===== config.mk =====
export PLATFORM = sky130hd
export DESIGN_NAME = pipeline_sequencer
export DESIGN_NICKNAME = d
export VERILOG_FILES = /design/src/rtl/pipeline_sequencer_pkg.sv /design/src/rtl/pipeline_sequencer_hazard_detect.sv /design/src/rtl/pipeline_sequencer.sv
export SDC_FILE = /design/constraint.sdc
export NUM_CORES = 1
export LEC_CHECK = 0
export CAP_MARGIN = 20
export CORE_MARGIN = 2
export CORE_UTILIZATION = 30
export DETAILED_ROUTE_END_ITERATION = 16
export HOLD_SLACK_MARGIN = 0.08
export PLACE_DENSITY_LB_ADDON = 0.3
export REMOVE_ABC_BUFFERS = 1
export SYNTH_ARGS = -nofsm -noshare
export SYNTH_HDL_FRONTEND = slang
export SYNTH_SLANG_ARGS = --single-unit

===== constraint.sdc =====
create_clock -name clk_i -period 4.41 [get_ports clk_i]
set_input_delay 0.882 -clock clk_i [delete_from_list [all_inputs] [get_ports clk_i]]
set_output_delay 0.882 -clock clk_i [all_outputs]
set_load 0.005 [all_outputs]

===== src/rtl/pipeline_sequencer_pkg.sv =====
// Shared pipeline definitions: sequencer states, RV64 major opcodes and the
// zero-register index, plus the source/producer match helper.
package pipeline_sequencer_pkg;

  typedef enum logic [1:0] {
    ST_HOLD     = 2'd0,
    ST_RUN      = 2'd1,
    ST_MEM_WAIT = 2'd2,
    ST_HALT     = 2'd3
  } seq_state_e;

  localparam logic [4:0] X0 = 5'd0;

  localparam logic [6:0] OP_LOAD      = 7'b0000011;
  localparam logic [6:0] OP_STORE     = 7'b0100011;
  localparam logic [6:0] OP_BRANCH    = 7'b1100011;
  localparam logic [6:0] OP_JALR      = 7'b1100111;
  localparam logic [6:0] OP_JAL       = 7'b1101111;
  localparam logic [6:0] OP_OP        = 7'b0110011;
  localparam logic [6:0] OP_OP_IMM    = 7'b0010011;
  localparam logic [6:0] OP_OP_32     = 7'b0111011;
  localparam logic [6:0] OP_OP_IMM_32 = 7'b0011011;
  localparam logic [6:0] OP_LUI       = 7'b0110111;
  localparam logic [6:0] OP_AUIPC     = 7'b0010111;

  // x0 never carries a dependency, so a producer writing x0 cannot match.
  function automatic logic src_match(input logic use_src, input logic [4:0] src,
                                     input logic [4:0] rd);
    return use_src && (src == rd) && (rd != X0);
  endfunction

endpackage


===== src/rtl/pipeline_sequencer_hazard_detect.sv =====
// Combinational load-use / branch-source hazard detection and redirect
// qualification for the ID stage.
module pipeline_sequencer_hazard_detect
  import pipeline_sequencer_pkg::*;
(
  input  logic [4:0] id_rs1,
  input  logic [4:0] id_rs2,
  input  logic       id_use_rs1,
  input  logic       id_use_rs2,
  input  logic       id_branch,
  input  logic       id_jalr,
  input  logic       id_jal,
  input  logic       id_taken,
  input  logic [4:0] ex_rd,
  input  logic       ex_reg_write,
  input  logic       ex_load,
  input  logic [4:0] mem_rd,
  input  logic       mem_load,
  output logic       hazard,
  output logic       redirect
);

  logic ex_match;
  logic mem_match;
  logic resolves_in_id;

  assign ex_match  = src_match(id_use_rs1, id_rs1, ex_rd)  || src_match(id_use_rs2, id_rs2, ex_rd);
  assign mem_match = src_match(id_use_rs1, id_rs1, mem_rd) || src_match(id_use_rs2, id_rs2, mem_rd);
  assign resolves_in_id = id_branch || id_jalr;

  // Branches compare in ID, so they also wait on ALU results still in EX
  // and on load data that has not left MEM yet.
  assign hazard = (ex_load && ex_match)
               || (resolves_in_id && ex_reg_write && ex_match)
               || (resolves_in_id && mem_load && mem_match);

  assign redirect = ((id_branch && id_taken) || id_jal || id_jalr) && !hazard;

endmodule


===== src/rtl/pipeline_sequencer.sv =====
// Stall/flush controller for the 5-stage pipeline: reset hold, hazard stalls,
// ID-stage redirects, data-memory waits with timeout, and perf counters.
module pipeline_sequencer
  import pipeline_sequencer_pkg::*;
#(
  parameter int RESET_HOLD  = 2,
  parameter int MEM_TIMEOUT = 64,
  parameter int CNT_W       = 32
) (
  input  logic             clk_i,
  input  logic             reset_n_i,
  input  logic [4:0]       id_rs1_i,
  input  logic [4:0]       id_rs2_i,
  input  logic             id_use_rs1_i,
  input  logic             id_use_rs2_i,
  input  logic             id_branch_i,
  input  logic             id_jalr_i,
  input  logic             id_jal_i,
  input  logic             id_taken_i,
  input  logic [4:0]       ex_rd_i,
  input  logic             ex_reg_write_i,
  input  logic             ex_load_i,
  input  logic [4:0]       mem_rd_i,
  input  logic             mem_load_i,
  input  logic             mem_req_i,
  input  logic             mem_ready_i,
  output logic             pc_en_o,
  output logic             if_id_en_o,
  output logic             id_ex_en_o,
  output logic             ex_mem_en_o,
  output logic             if_id_flush_o,
  output logic             id_ex_bubble_o,
  output logic             mem_wb_bubble_o,
  output logic             halt_o,
  output logic [CNT_W-1:0] stall_cnt_o,
  output logic [CNT_W-1:0] flush_cnt_o
);

  // RESET_HOLD must be at least 1.
  localparam int HOLD_W = (RESET_HOLD > 1) ? $clog2(RESET_HOLD) : 1;
  localparam int WAIT_W = (MEM_TIMEOUT > 1) ? $clog2(MEM_TIMEOUT) : 1;
  localparam logic [HOLD_W-1:0] HOLD_INIT = HOLD_W'(RESET_HOLD - 1);
  localparam logic [WAIT_W-1:0] WAIT_LAST = WAIT_W'(MEM_TIMEOUT - 1);

  seq_state_e        state, state_nx;
  logic [HOLD_W-1:0] hold_cnt, hold_nx;
  logic [WAIT_W-1:0] wait_cnt, wait_nx;
  logic              halt;
  logic [CNT_W-1:0]  stall_cnt, flush_cnt;
  logic              hazard, redirect;
  logic              mem_blocked, stall_inc, flush_inc;

  function automatic logic [CNT_W-1:0] sat_inc(input logic [CNT_W-1:0] cnt, input logic inc);
    if (inc && (cnt != '1)) return cnt + 1'b1;
    return cnt;
  endfunction

  pipeline_sequencer_hazard_detect u_hazard (
    .id_rs1       (id_rs1_i),
    .id_rs2       (id_rs2_i),
    .id_use_rs1   (id_use_rs1_i),
    .id_use_rs2   (id_use_rs2_i),
    .id_branch    (id_branch_i),
    .id_jalr      (id_jalr_i),
    .id_jal       (id_jal_i),
    .id_taken     (id_taken_i),
    .ex_rd        (ex_rd_i),
    .ex_reg_write (ex_reg_write_i),
    .ex_load      (ex_load_i),
    .mem_rd       (mem_rd_i),
    .mem_load     (mem_load_i),
    .hazard       (hazard),
    .redirect     (redirect)
  );

  always_ff @(posedge clk_i or negedge reset_n_i) begin
    if (!reset_n_i) begin
      state     <= ST_HOLD;
      hold_cnt  <= HOLD_INIT;
      wait_cnt  <= '0;
      halt      <= 1'b0;
      stall_cnt <= '0;
      flush_cnt <= '0;
    end else begin
      state     <= state_nx;
      hold_cnt  <= hold_nx;
      wait_cnt  <= wait_nx;
      halt      <= (state_nx == ST_HALT);
      stall_cnt <= sat_inc(stall_cnt, stall_inc);
      flush_cnt <= sat_inc(flush_cnt, flush_inc);
    end
  end

  always_comb begin
    state_nx = state;
    hold_nx  = hold_cnt;
    wait_nx  = wait_cnt;
    case (state)
      ST_HOLD: begin
        if (hold_cnt == '0) state_nx = ST_RUN;
        else                hold_nx  = hold_cnt - 1'b1;
      end
      ST_RUN: begin
        if (mem_req_i && !mem_ready_i) begin
          state_nx = ST_MEM_WAIT;
          wait_nx  = '0;
        end
      end
      ST_MEM_WAIT: begin
        // A completion arriving on the last allowed cycle still wins.
        if (mem_ready_i)                state_nx = ST_RUN;
        else if (wait_cnt == WAIT_LAST) state_nx = ST_HALT;
        else                            wait_nx  = wait_cnt + 1'b1;
      end
      default: state_nx = ST_HALT;
    endcase
  end

  always_comb begin
    pc_en_o         = 1'b0;
    if_id_en_o      = 1'b0;
    id_ex_en_o      = 1'b0;
    ex_mem_en_o     = 1'b0;
    if_id_flush_o   = 1'b0;
    id_ex_bubble_o  = 1'b1;
    mem_wb_bubble_o = 1'b1;
    stall_inc       = 1'b0;
    flush_inc       = 1'b0;
    mem_blocked     = (state == ST_RUN) ? (mem_req_i && !mem_ready_i) : !mem_ready_i;
    if ((state == ST_RUN) || (state == ST_MEM_WAIT)) begin
      id_ex_bubble_o  = 1'b0;
      mem_wb_bubble_o = 1'b0;
      if (mem_blocked) begin
        mem_wb_bubble_o = 1'b1;
        stall_inc       = 1'b1;
      end else if (hazard) begin
        id_ex_en_o     = 1'b1;
        ex_mem_en_o    = 1'b1;
        id_ex_bubble_o = 1'b1;
        stall_inc      = 1'b1;
      end else begin
        pc_en_o       = 1'b1;
        if_id_en_o    = 1'b1;
        id_ex_en_o    = 1'b1;
        ex_mem_en_o   = 1'b1;
        if_id_flush_o = redirect;
        flush_inc     = redirect;
      end
    end
  end

  assign halt_o      = halt;
  assign stall_cnt_o = stall_cnt;
  assign flush_cnt_o = flush_cnt;

endmodule


Word-level counts from Yosys, hierarchy flattened

Cells that the tools add are included.

Register bits after elaboration: 74
Latch bits: 0
Output and inout bits: 72
Input port bits: 33
Bits in read-only memories: 0
RAM bits: 0
Memories: 0
Logic and storage cells: 86

Shifts and indexed selects: 0
Bitwise gates (word level): 0
Equal/unequal tests: 13
Divide/modulo/power cells: 0
Multiplexer cells: 30
Add/sub/neg operators: 4
Multipliers: 0
Reductions and logical operators: 33
$lt $le $gt $ge: 0

Operator list:

| kind                                          | number |
|---|---|
| adder 32 x 1 -> 32 bit, second input constant | 2 |
| 2-to-1 mux 32 bit                             | 2 |
| != test 32 bit, second input constant         | 2 |
| == test 5 bit                                 | 4 |
| 2-to-1 mux 1 bit                              | 19 |
| logical AND 1 bit                             | 18 |
| 2-to-1 mux 6 bit                              | 3 |
| case mux 6 bit (2 select lines)               | 1 |
| nonzero test 5 bit                            | 2 |
| logical OR 1 bit                              | 8 |
| 2-to-1 mux 2 bit                              | 4 |
| adder 6 x 1 -> 6 bit, second input constant   | 1 |
| == test 6 bit, second input constant          | 1 |
| != test 2 bit, second input constant          | 3 |
| case mux 2 bit (3 select lines)               | 1 |
| == test 2 bit, second input constant          | 2 |
| AND reduction 4 bit                           | 1 |
| == test 2 x 1 -> 1 bit, second input constant | 1 |
| zero test 1 bit                               | 2 |
| zero test 2 bit                               | 1 |
| nonzero test 2 bit                            | 1 |
| subtractor 1 bit, second input constant       | 1 |

Logic depth before layout (Yosys ltp)

Gate-level depths: netlist of run 1.

Depth in word-level cells: 14
Depth in mapped cells: 10
Gate-level depth less buffers: 8

Modules after synthesis

Synthesis of run 1 repeated with hierarchy kept, for this count alone.

Cell total of the unflattened synthesis: 392
Area total of the unflattened synthesis: 4077.7 µm²

By module, submodules not included:

| module                           | sequential area each (µm²) | cells an instance | times used | area each (µm²) |
|---|---|---|---|---|
| pipeline_sequencer               | 1853.0                     | 352               | 1          | 3774.9 |
| pipeline_sequencer_hazard_detect | 0.0                        | 40                | 1          | 302.8 |

Least setup slack after synthesis of run 1

Ideal clock, no wire load.

Path kind: input-to-output
Start: in ex_rd_i[1]
End: out pc_en_o
Arrival time: 2.422 ns
Stages on the path: 6
Buffers on the path: 2
Data required time: 3.528 ns
Setup slack: 1.106 ns
Cell sequence: or4_1 -> o22a_1 -> a221o_1 -> clkbuf_1 -> inv_1 -> buf_4

Longest elaborated chain between the ends: 10
Elaborated cells between the ends (all ways): 15
Those cells by class: eq/ne (2); mux (3); reduce/logical (10)

Ends and longest elaborated chain:

| item                                        | line                                                                           | source |
|---|---|---|
| from (decl)                                 | pipeline_sequencer.sv:20                                                       | `input logic [4:0] ex_rd_i,` |
| == test 5 bit                               | pipeline_sequencer_pkg.sv:29                                                   | `return use_src && (src == rd) && (rd != X0);` |
| logical AND 1 bit (2 in series)             | pipeline_sequencer_pkg.sv:29                                                   |  |
| logical OR 1 bit *                          | pipeline_sequencer_hazard_detect.sv:27                                         | `assign ex_match = src_match(id_use_rs1, id_rs1, ex_rd) \|\| src_match(id_use_rs2, id_rs2, ex_rd);` |
| logical AND 1 bit, on equally long branches | pipeline_sequencer_hazard_detect.sv:33, pipeline_sequencer_hazard_detect.sv:34 |  |
| logical OR 1 bit *                          | pipeline_sequencer_hazard_detect.sv:34                                         | `\|\| (resolves_in_id && ex_reg_write && ex_match)` |
| logical OR 1 bit *                          | pipeline_sequencer_hazard_detect.sv:35                                         | `\|\| (resolves_in_id && mem_load && mem_match);` |
| 2-to-1 mux 1 bit * (3 in series)            | -                                                                              |  |
| to (decl)                                   | pipeline_sequencer.sv:27                                                       | `output logic pc_en_o,` |

Every way passes the cells marked *; elsewhere a longest branch is shown, timed or not.

Worst setup path after layout of run 1

Start: in ex_rd_i[2]
End: out if_id_flush_o

Longest elaborated chain between the ends: 12
Elaborated cells between the ends (all ways): 17
Those cells by class: eq/ne (2); mux (3); reduce/logical (12)

Ends and longest elaborated chain:

| item                                        | line                                                                           | source |
|---|---|---|
| == test 5 bit                               | pipeline_sequencer_pkg.sv:29                                                   |  |
| logical AND 1 bit (2 in series)             | pipeline_sequencer_pkg.sv:29                                                   |  |
| logical OR 1 bit *                          | pipeline_sequencer_hazard_detect.sv:27                                         |  |
| logical AND 1 bit, on equally long branches | pipeline_sequencer_hazard_detect.sv:33, pipeline_sequencer_hazard_detect.sv:34 |  |
| logical OR 1 bit *                          | pipeline_sequencer_hazard_detect.sv:34                                         |  |
| logical OR 1 bit *                          | pipeline_sequencer_hazard_detect.sv:35                                         |  |
| zero test 1 bit                             | pipeline_sequencer_hazard_detect.sv:37                                         | `assign redirect = ((id_branch && id_taken) \|\| id_jal \|\| id_jalr) && !hazard;` |
| logical AND 1 bit                           | pipeline_sequencer_hazard_detect.sv:37                                         |  |
| 2-to-1 mux 1 bit *                          | pipeline_sequencer.sv:136                                                      | `end else if (hazard) begin` |
| 2-to-1 mux 1 bit *                          | pipeline_sequencer.sv:133                                                      | `if (mem_blocked) begin` |
| 2-to-1 mux 1 bit *                          | pipeline_sequencer.sv:130                                                      | `if ((state == ST_RUN) \|\| (state == ST_MEM_WAIT)) begin` |
| to (decl)                                   | pipeline_sequencer.sv:31                                                       | `output logic if_id_flush_o,` |

Marked as above.

==> flow_summary.yaml, run 1 <==
status:
  status: "finished, final reports clean"
power_and_ir_drop:
  ir_drop_v: 0.000305
  p_int_mw: 1.66
  combPwrFrac_pct: 36.8
  p_per_area_nw_per_um2: 446
  power_switching_mw: 0.865
  power_leakage_nw: 2.37
  seqPwrFrac_pct: 36.3
  switching_share_pct: 34.3
  power.share.clock_pct: 26.9
cts:
  cts_tree: "done"
  path_clk_slew_ns: 0.05
  clkSinkCount: 74
  postCtsResizedCells: 0
  cts-root-buf: "clkbuf_16"
  cts_max_level: 3
  cts_setup_buffers: 0
  insertion_delay_ns: 0.33
  cts_hold_buf: 0
  cts_buffer_depth: 2
  cts_buffers: 9
sta:
  slew_viol_final: 0
  slew_headroom_pct: 36.1
  period_minus_slack_ns: 4.14
  tightest_slew_ns: 0.958
  fmax_mhz: 242
  clock_skew_ns: 0.00406
  hold_slack_ns: 0.487
  hold_viol: 0
  fin_crit_sh_pct: 93.8
  fin_setup_tns_ns: 0
  rsz0062_at_grt: "no"
  setup_ws_ns: 0.273
  setup_viol: 0
global_route:
  antenna_found_initial: 0
  grt_overflow_total: 0
  groute.usage.overall_pct: 15.1
  first_global_vias: 3608
  grt_pass1_wl_um: 17800
  grt_max_degree: 75
route:
  initialDrtViolationCount: 161
  ant_nets: 0
  vias: 3535
  drc: 0
  routed_wl_um: 10600
  wl_per_cell_um: 15.0
  drtPass1Iterations: 4
  viasPerCell: 4.99
cells_and_area:
  final_common_cell: "clkdlybuf4s50_1"
  mostFrequentLayoutCells: "clkdlybuf4s50_1, dfrtp_1, xor2_1"
  finish.utilization_pct: 42.3
  area_growth_pct: 36.6
  fin_nets: 567
  drive_gt1_share_pct: 5.83
  fin_cells: 708
  fill_cells: 1312
  diodes: 0
logic_synthesis:
  synth_edf_count: 0
  syn_area_per_cell_um2: 9.78
  synthXorXnorAreaFrac_pct: 18.0
  yosysUniqueCellTypes: 46
  yosys_warnings: 0
  netlist_instances: 423
  synth_area_leaders: "dfrtp_1, xor2_1, xnor2_1, nor3_1, nor4_1"
  synth_area_um2: 4140
  synthAdderAreaFrac_pct: 2.12
  ys_async_sr_fraction_pct: 100
  synth-simple-area-share_pct: 25.8
  synth_seq_cells: 74
  synth_mux_area_share_pct: 1.06
  ys_seq_area_share_pct: 44.8
  yosysTopAreaCellShare_pct: 44.2
  synth_top_family_by_area: "simple AND/OR/NAND/NOR gates"
  synth_compound_area_share_pct: 5.23
  synth_top_area_cell: "dfrtp_1"
  synthFlopType: "dfrtp_1"
setup_path:
  critPathMaxFanout: 3
  critPathArrivalTime_ns: 3.26
  cp.required_ns: 3.53
  end_kind: "output port"
  worst-setup-path-type: "primary input to output port"
  critPathLaunchType: "primary input"
placement:
  dp_cells: 692
  io_buffers: 104
  globalplace.congestion: 0.806
  pre_cts_ws_ns: 0.268
  hpwl_um: 7710
floorplan:
  start_util_pct: 31.0
  num_rows: 42
  ios: 105
  die_area_um2: 14700
  coreArea_um2: 13300
  die_w_um: 121
  dieHeight_um: 121
min_path:
  hp-class: "flop to flop"
run:
  drv_cap: 0
-- worst max-delay path, cell delays in order --
cell             delay, ns
clkdlybuf4s50_1       0.48
or4_1                 0.53
o22a_1                0.27
a221o_1               0.45
nor2_1                0.13
clkdlybuf4s50_1       0.51
-- path summary, 6_finish.rpt --
check / slack [ns] / from / end / cells past startpoint
worst max-delay path: 0.27 / ex_rd_i[2] / if_id_flush_o / 6
worst min register to register: 0.49 / stall_cnt_o[7] / stall_cnt_o[7] / 1
worst max register to register: 1.51 / state[0] / flush_cnt_o[13] / 10
max in group asynchronous: 3.08 / reset_n_i / flush_cnt_o[24] / 1
min in group asynchronous: 0.71 / reset_n_i / stall_cnt_o[0] / 1
worst min-delay path: 0.49 / stall_cnt_o[7] / stall_cnt_o[7] / 1
-- cell usage after synthesis (2+ instances only) --
library cell and count:
or4_1 9, nand2_1 30, ha_1 7, nand3_1 28, buf_4 3, or2_2 3, buf_2 5, and4_1 4
a211o_1 2, clkbuf_1 9, xnor2_1 27, dfrtp_1 73, o22ai_1 2, nor4_1 23, xor2_1 58, and3_1 10
mux2_2 3, a22o_1 3, inv_1 11, a221oi_1 2, nor3_1 35, or3_1 2, o211ai_1 2, and2_1 3
nand4_1 20, a21oi_1 4, o21ai_0 5, nor2_1 18, nor3b_1 4, a31oi_1 2
-- per-stage QoR --
| stage | total power, mW | cell area (um2) |
|---|---|---|
| final | 2.52 | 5650 |
| after global routing | 2.70 | 5650 |
| after CTS | 2.56 | 5650 |
| after detailed placement | 1.86 | 5380 |
| after global placement | 1.84 | 5380 |
| after floorplan | 1.34 | 4060 |
-- layer usage --
metal	global-route usage [%]	routed length [um]	vias to the layer above
met5	0	0	-
met4	3.52	97	0
met3	5.03	548	8
met2	24.4	4990	84
met1	19.6	4950	1705
li1	-	-	1738
-- power by group through the flow --
stage,registers (mW),clock network (mW),logic (mW)
3_3_place_gp,0.918,0,0.920
4_1_cts,0.914,0.702,0.942
5_1_grt,0.936,0.736,1.03
6_report,0.915,0.678,0.928
2_1_floorplan,0.904,0,0.433
3_5_place_dp,0.923,0,0.935
-- cell families after synthesis --
kind of cell / count (synthesis)
buf+inv: 28
flops: 74
simple gates: 195
xor+xnor: 85
mux: 4
fa+ha+maj: 7
compound gates: 30
-- state kept, by name, indices dropped and copies added, names as in the netlist --
signal,cells
flush_cnt_o,32
hold_cnt,1
wait_cnt,6
state,2
stall_cnt_o,32
halt_o,1
-- layout make-up --
class                      instances  area, um2  share of cell area (%)
clock buffer                      13        260                    4.60
inverter                          11       41.3                   0.731
timing repair buffer             110       1080                    19.2
multi-input combinational        321       2180                    38.5
sequential                        74       1850                    32.8
tap                              176        220                    3.90
clock inverter                     3       15.0                   0.266
Note: power is estimated with default switching activity, not from simulation.
==> inputs of run 2 (changes only) <==
--- a/config.mk
+++ b/config.mk
@@ -7,9 +7,9 @@
 export LEC_CHECK = 0
 export CAP_MARGIN = 20
 export CORE_MARGIN = 2
-export CORE_UTILIZATION = 30
+export CORE_UTILIZATION = 50
 export DETAILED_ROUTE_END_ITERATION = 16
-export HOLD_SLACK_MARGIN = 0.08
+export HOLD_SLACK_MARGIN = 0.06
 export PLACE_DENSITY_LB_ADDON = 0.3
 export REMOVE_ABC_BUFFERS = 1
 export SYNTH_ARGS = -nofsm -noshare
==> constraint.sdc (replaced) <==
create_clock -name clk_i -period 4.4 [get_ports clk_i]
set_input_delay 0.88 -clock clk_i [delete_from_list [all_inputs] [get_ports clk_i]]
set_output_delay 0.88 -clock clk_i [all_outputs]
set_load 0.005 [all_outputs]
==> flow_summary.yaml, run 2 (synthesis results as in run 1) <==
route:
  viasPerCell: 5.64
  drc: 0
  drtPass1Iterations: 4
  wl_per_cell_um: 15.6
  initialDrtViolationCount: 149
  vias: 3583
  ant_nets: 0
  routed_wl_um: 9920
power_and_ir_drop:
  ir_drop_v: 0.000249
  p_int_mw: 1.46
  p_total_mw: 2.31
  power.share.clock_pct: 21.2
  seqPwrFrac_pct: 39.6
  power_leakage_nw: 2.30
  combPwrFrac_pct: 39.2
  p_per_area_nw_per_um2: 424
  power_switching_mw: 0.849
  switching_share_pct: 36.8
min_path:
  hp-class: "flop to flop"
setup_path:
  cp.required_ns: 3.52
  worst-setup-path-type: "primary input to output port"
  critPathArrivalTime_ns: 3.20
  end_kind: "output port"
  critPathLaunchType: "primary input"
  critPathMaxFanout: 3
status:
  status: "finished, final reports clean"
cts:
  insertion_delay_ns: 0.35
  cts_hold_buf: 0
  cts_max_level: 3
  cts_buffer_depth: 2
  cts_tree: "done"
  clkSinkCount: 74
  path_clk_slew_ns: 0.08
  cts_setup_buffers: 0
  postCtsResizedCells: 0
  cts_buffers: 9
  cts-root-buf: "clkbuf_8"
sta:
  tightest_slew_ns: 0.924
  slew_headroom_pct: 38.4
  rsz0062_at_grt: "no"
  fmax_mhz: 245
  period_minus_slack_ns: 4.08
  fin_setup_tns_ns: 0
  hold_viol: 0
  setup_ws_ns: 0.317
  hold_slack_ns: 0.484
  fin_crit_sh_pct: 92.8
  clock_skew_ns: 0.0122
  slew_viol_final: 0
  setup_viol: 0
global_route:
  antenna_found_initial: 0
  groute.usage.overall_pct: 23.0
  grt_overflow_total: 0
  grt_max_degree: 75
  first_global_vias: 3362
  grt_pass1_wl_um: 16200
floorplan:
  start_util_pct: 50.9
  num_rows: 33
  dieHeight_um: 95.0
  ios: 105
  die_area_um2: 9020
  die_w_um: 95.0
  coreArea_um2: 8130
placement:
  placed_cell_area_um2: 5260
  io_buffers: 104
  hpwl_um: 7110
  globalplace.congestion: 0.943
  pre_cts_ws_ns: 0.308
cells_and_area:
  mostFrequentLayoutCells: "clkdlybuf4s50_1, dfrtp_1, xor2_1"
  fin_nets: 565
  final_common_cell: "clkdlybuf4s50_1"
  post-route-cell-area_um2: 5440
  drive_gt1_share_pct: 5.66
  diodes: 0
  area_growth_pct: 31.5
run:
  drv_cap: 0
-- run 2: cell count changes in the layout (fill, tap and decap cells not counted) --
| cell | previous run | this run |
|---|---|---|
| clkbuf_1 | 2 | 1 |
| inv_6 | 0 | 2 |
| clkbuf_16 | 9 | 0 |
| a221oi_4 | 1 | 0 |
| clkinvlp_4 | 0 | 2 |
| clkinv_2 | 3 | 1 |
| buf_4 | 7 | 5 |
| clkbuf_8 | 2 | 10 |
| a221oi_2 | 0 | 1 |
-- run 2: final timing paths --
path	from	slack [ns]	end	depth (start not counted)
hold / removal	stall_cnt_o[7]	0.48	stall_cnt_o[7]	1
hold reg to reg	stall_cnt_o[7]	0.48	stall_cnt_o[7]	1
setup / recovery	ex_rd_i[1]	0.32	if_id_flush_o	6
max in group asynchronous	reset_n_i	3.14	stall_cnt_o[19]	1
setup reg to reg	state[0]	1.30	flush_cnt_o[13]	9
min in group asynchronous	reset_n_i	0.66	wait_cnt[2]	1
-- run 2: critical path, stage by stage --
cell,delay [ns]
clkdlybuf4s50_1,0.47
or4_1,0.56
o22a_1,0.25
a221o_1,0.43
nor2_1,0.11
clkdlybuf4s50_1,0.50
-- run 2: power by group through the flow --
| stage | Clock, mW | Combinational [mW] | Sequential, mW |
|---|---|---|---|
| 2_1_floorplan | 0 | 0.434 | 0.906 |
| 3_3_place_gp | 0 | 0.889 | 0.919 |
| 3_5_place_dp | 0 | 0.907 | 0.923 |
| 4_1_cts | 0.496 | 0.910 | 0.912 |
| 5_1_grt | 0.527 | 0.997 | 0.936 |
| 6_report | 0.489 | 0.906 | 0.914 |
-- run 2: layout make-up --
cell class,instances,area [um2]
clock buffer,11,141
clock inverter,5,37.5
fill,651,2690
inverter,11,41.3
multi-input combinational,321,2170
sequential,74,1850
tap,105,131
timing repair buffer,108,1070
-- run 2: per-layer routing --
| layer | track usage (%) | part of all wire (%) |
|---|---|---|
| met2 | 37.5 | 49 |
| met1 | 30.2 | 45 |
| met4 | 10.0 | 2.0 |
| met3 | 3.75 | 4.4 |
| met5 | 0 | 0 |
-- run 2: per-stage QoR --
step                      std cells  utilization, %
after floorplan                 406               -
after global placement          619            64.7
after detailed placement        619            64.7
after CTS                       635            66.9
after global routing            635            66.9
final                           635            66.9
==> inputs of run 3 (changes only) <==
--- a/config.mk
+++ b/config.mk
@@ -10,7 +10,7 @@
 export CORE_UTILIZATION = 50
 export DETAILED_ROUTE_END_ITERATION = 16
 export HOLD_SLACK_MARGIN = 0.06
-export PLACE_DENSITY_LB_ADDON = 0.3
+export PLACE_DENSITY = 0.78
 export REMOVE_ABC_BUFFERS = 1
 export SYNTH_ARGS = -nofsm -noshare
 export SYNTH_HDL_FRONTEND = slang
==> flow_summary.yaml, run 3 (synthesis results as in run 1) <==
cts:
  insertion_delay_ns: 0.34
  cts_buffer_depth: 2
  postCtsResizedCells: 0
  path_clk_slew_ns: 0.08
  cts_buffers: 9
  cts-root-buf: "clkbuf_8"
  cts_setup_buffers: 0
  clkSinkCount: 74
  cts_hold_buf: 0
  cts_max_level: 3
  cts_tree: "done"
sta:
  clock_skew_ns: 0.00708
  fin_setup_tns_ns: 0
  slew_headroom_pct: 39.2
  hold_viol: 0
  period_minus_slack_ns: 4.05
  slew_viol_final: 0
  fin_crit_sh_pct: 92.0
  fmax_mhz: 247
  setup_viol: 0
  tightest_slew_ns: 0.906
  rsz0062_at_grt: "no"
global_route:
  grt_max_degree: 75
  first_global_vias: 3527
  groute.usage.overall_pct: 23.5
  grt_pass1_wl_um: 16800
  antenna_found_initial: 0
  grt_overflow_total: 0
cells_and_area:
  diodes: 0
  fill_cells: 683
  post-route-cell-area_um2: 5490
  area_growth_pct: 32.6
  drive_gt1_share_pct: 6.03
  mostFrequentLayoutCells: "clkdlybuf4s50_1, dfrtp_1, xor2_1"
  fin_nets: 566
  final_common_cell: "clkdlybuf4s50_1"
  finish.utilization_pct: 67.5
route:
  viasPerCell: 5.65
  wl_per_cell_um: 15.9
  initialDrtViolationCount: 162
  vias: 3596
  ant_nets: 0
  routed_wl_um: 10100
  drc: 0
  top_layer: "met4"
  wl_met3_um: 545
  drtPass1Iterations: 4
  routedLengthMet1_um: 4340
  routed-wl-met2_um: 5040
floorplan:
  die_w_um: 95.0
  num_rows: 33
  dieHeight_um: 95.0
  start_util_pct: 50.9
  coreArea_um2: 8130
  die_area_um2: 9020
  ios: 105
setup_path:
  critPathArrivalTime_ns: 3.17
  worst-setup-path-type: "primary input to output port"
  end_kind: "output port"
  critPathLaunchType: "primary input"
  critPathMaxFanout: 3
  cp.required_ns: 3.52
run:
  drv_cap: 0
status:
  status: "finished, final reports clean"
power_and_ir_drop:
  p_per_area_nw_per_um2: 438
  ir_drop_v: 0.000281
  power_leakage_nw: 2.33
min_path:
  hp-class: "flop to flop"
placement:
  hpwl_um: 7280
  placed_cell_area_um2: 5270
  globalplace.congestion: 0.855
  io_buffers: 104
==> run 3: worst max-delay path: stages <==
cell and delay, ns:
clkdlybuf4s50_1 0.46, or4_1 0.54, o22a_1 0.25, a221o_1 0.43, nor2_1 0.10, clkdlybuf4s50_1 0.50
==> run 3: area by class of cell <==
| cell class | instances | area (um2) | area share [%] |
|---|---|---|---|
| inverters | 11 | 41.3 | 0.753 |
| multi-input cells | 321 | 2170 | 39.5 |
| clock buffers | 9 | 124 | 2.26 |
| clock inverters | 7 | 93.8 | 1.71 |
| flip-flops and latches | 74 | 1850 | 33.8 |
| repair buffers | 109 | 1080 | 19.6 |
| well taps | 105 | 131 | 2.39 |
==> run 3: power by group <==
part           internal [mW]  leakage [nW]  switching [mW]
registers              0.786         0.919           0.127
clock network          0.318         0.105           0.259
logic                  0.458          1.30           0.458
==> run 3: final timing paths <==
kind                                start         endpoint  slack, ns  cells after the start
max                            ex_rd_i[1]    if_id_flush_o       0.35                      6
min                        stall_cnt_o[7]   stall_cnt_o[7]       0.49                      1
max reg2reg                      state[0]  flush_cnt_o[13]       1.45                     10
min reg2reg                stall_cnt_o[7]   stall_cnt_o[7]       0.49                      1
max in group asynchronous       reset_n_i   stall_cnt_o[5]       3.14                      1
min in group asynchronous       reset_n_i      wait_cnt[0]       0.66                      1
==> run 3: per-layer routing <==
layer	global-route usage [%]	up-vias
met4	6.88	0
met1	29.3	1723
li1	-	1737
met2	40.3	124
met3	5.99	12
met5	0	-
==> run 3: per-stage QoR <==
| step | setup WS [ns] | instances | total power [mW] | hold slack (ns) |
|---|---|---|---|---|
| final | 0.352 | 636 | 2.41 | 0.488 |
| after global routing | 0.265 | 636 | 2.57 | 0.505 |
| after CTS | 0.339 | 636 | 2.43 | 0.493 |
| after detailed placement | 0.348 | 620 | 1.84 | 0.481 |
| after global placement | 0.338 | 620 | 1.82 | 0.475 |
| after floorplan | 0.169 | 406 | 1.34 | 0.474 |
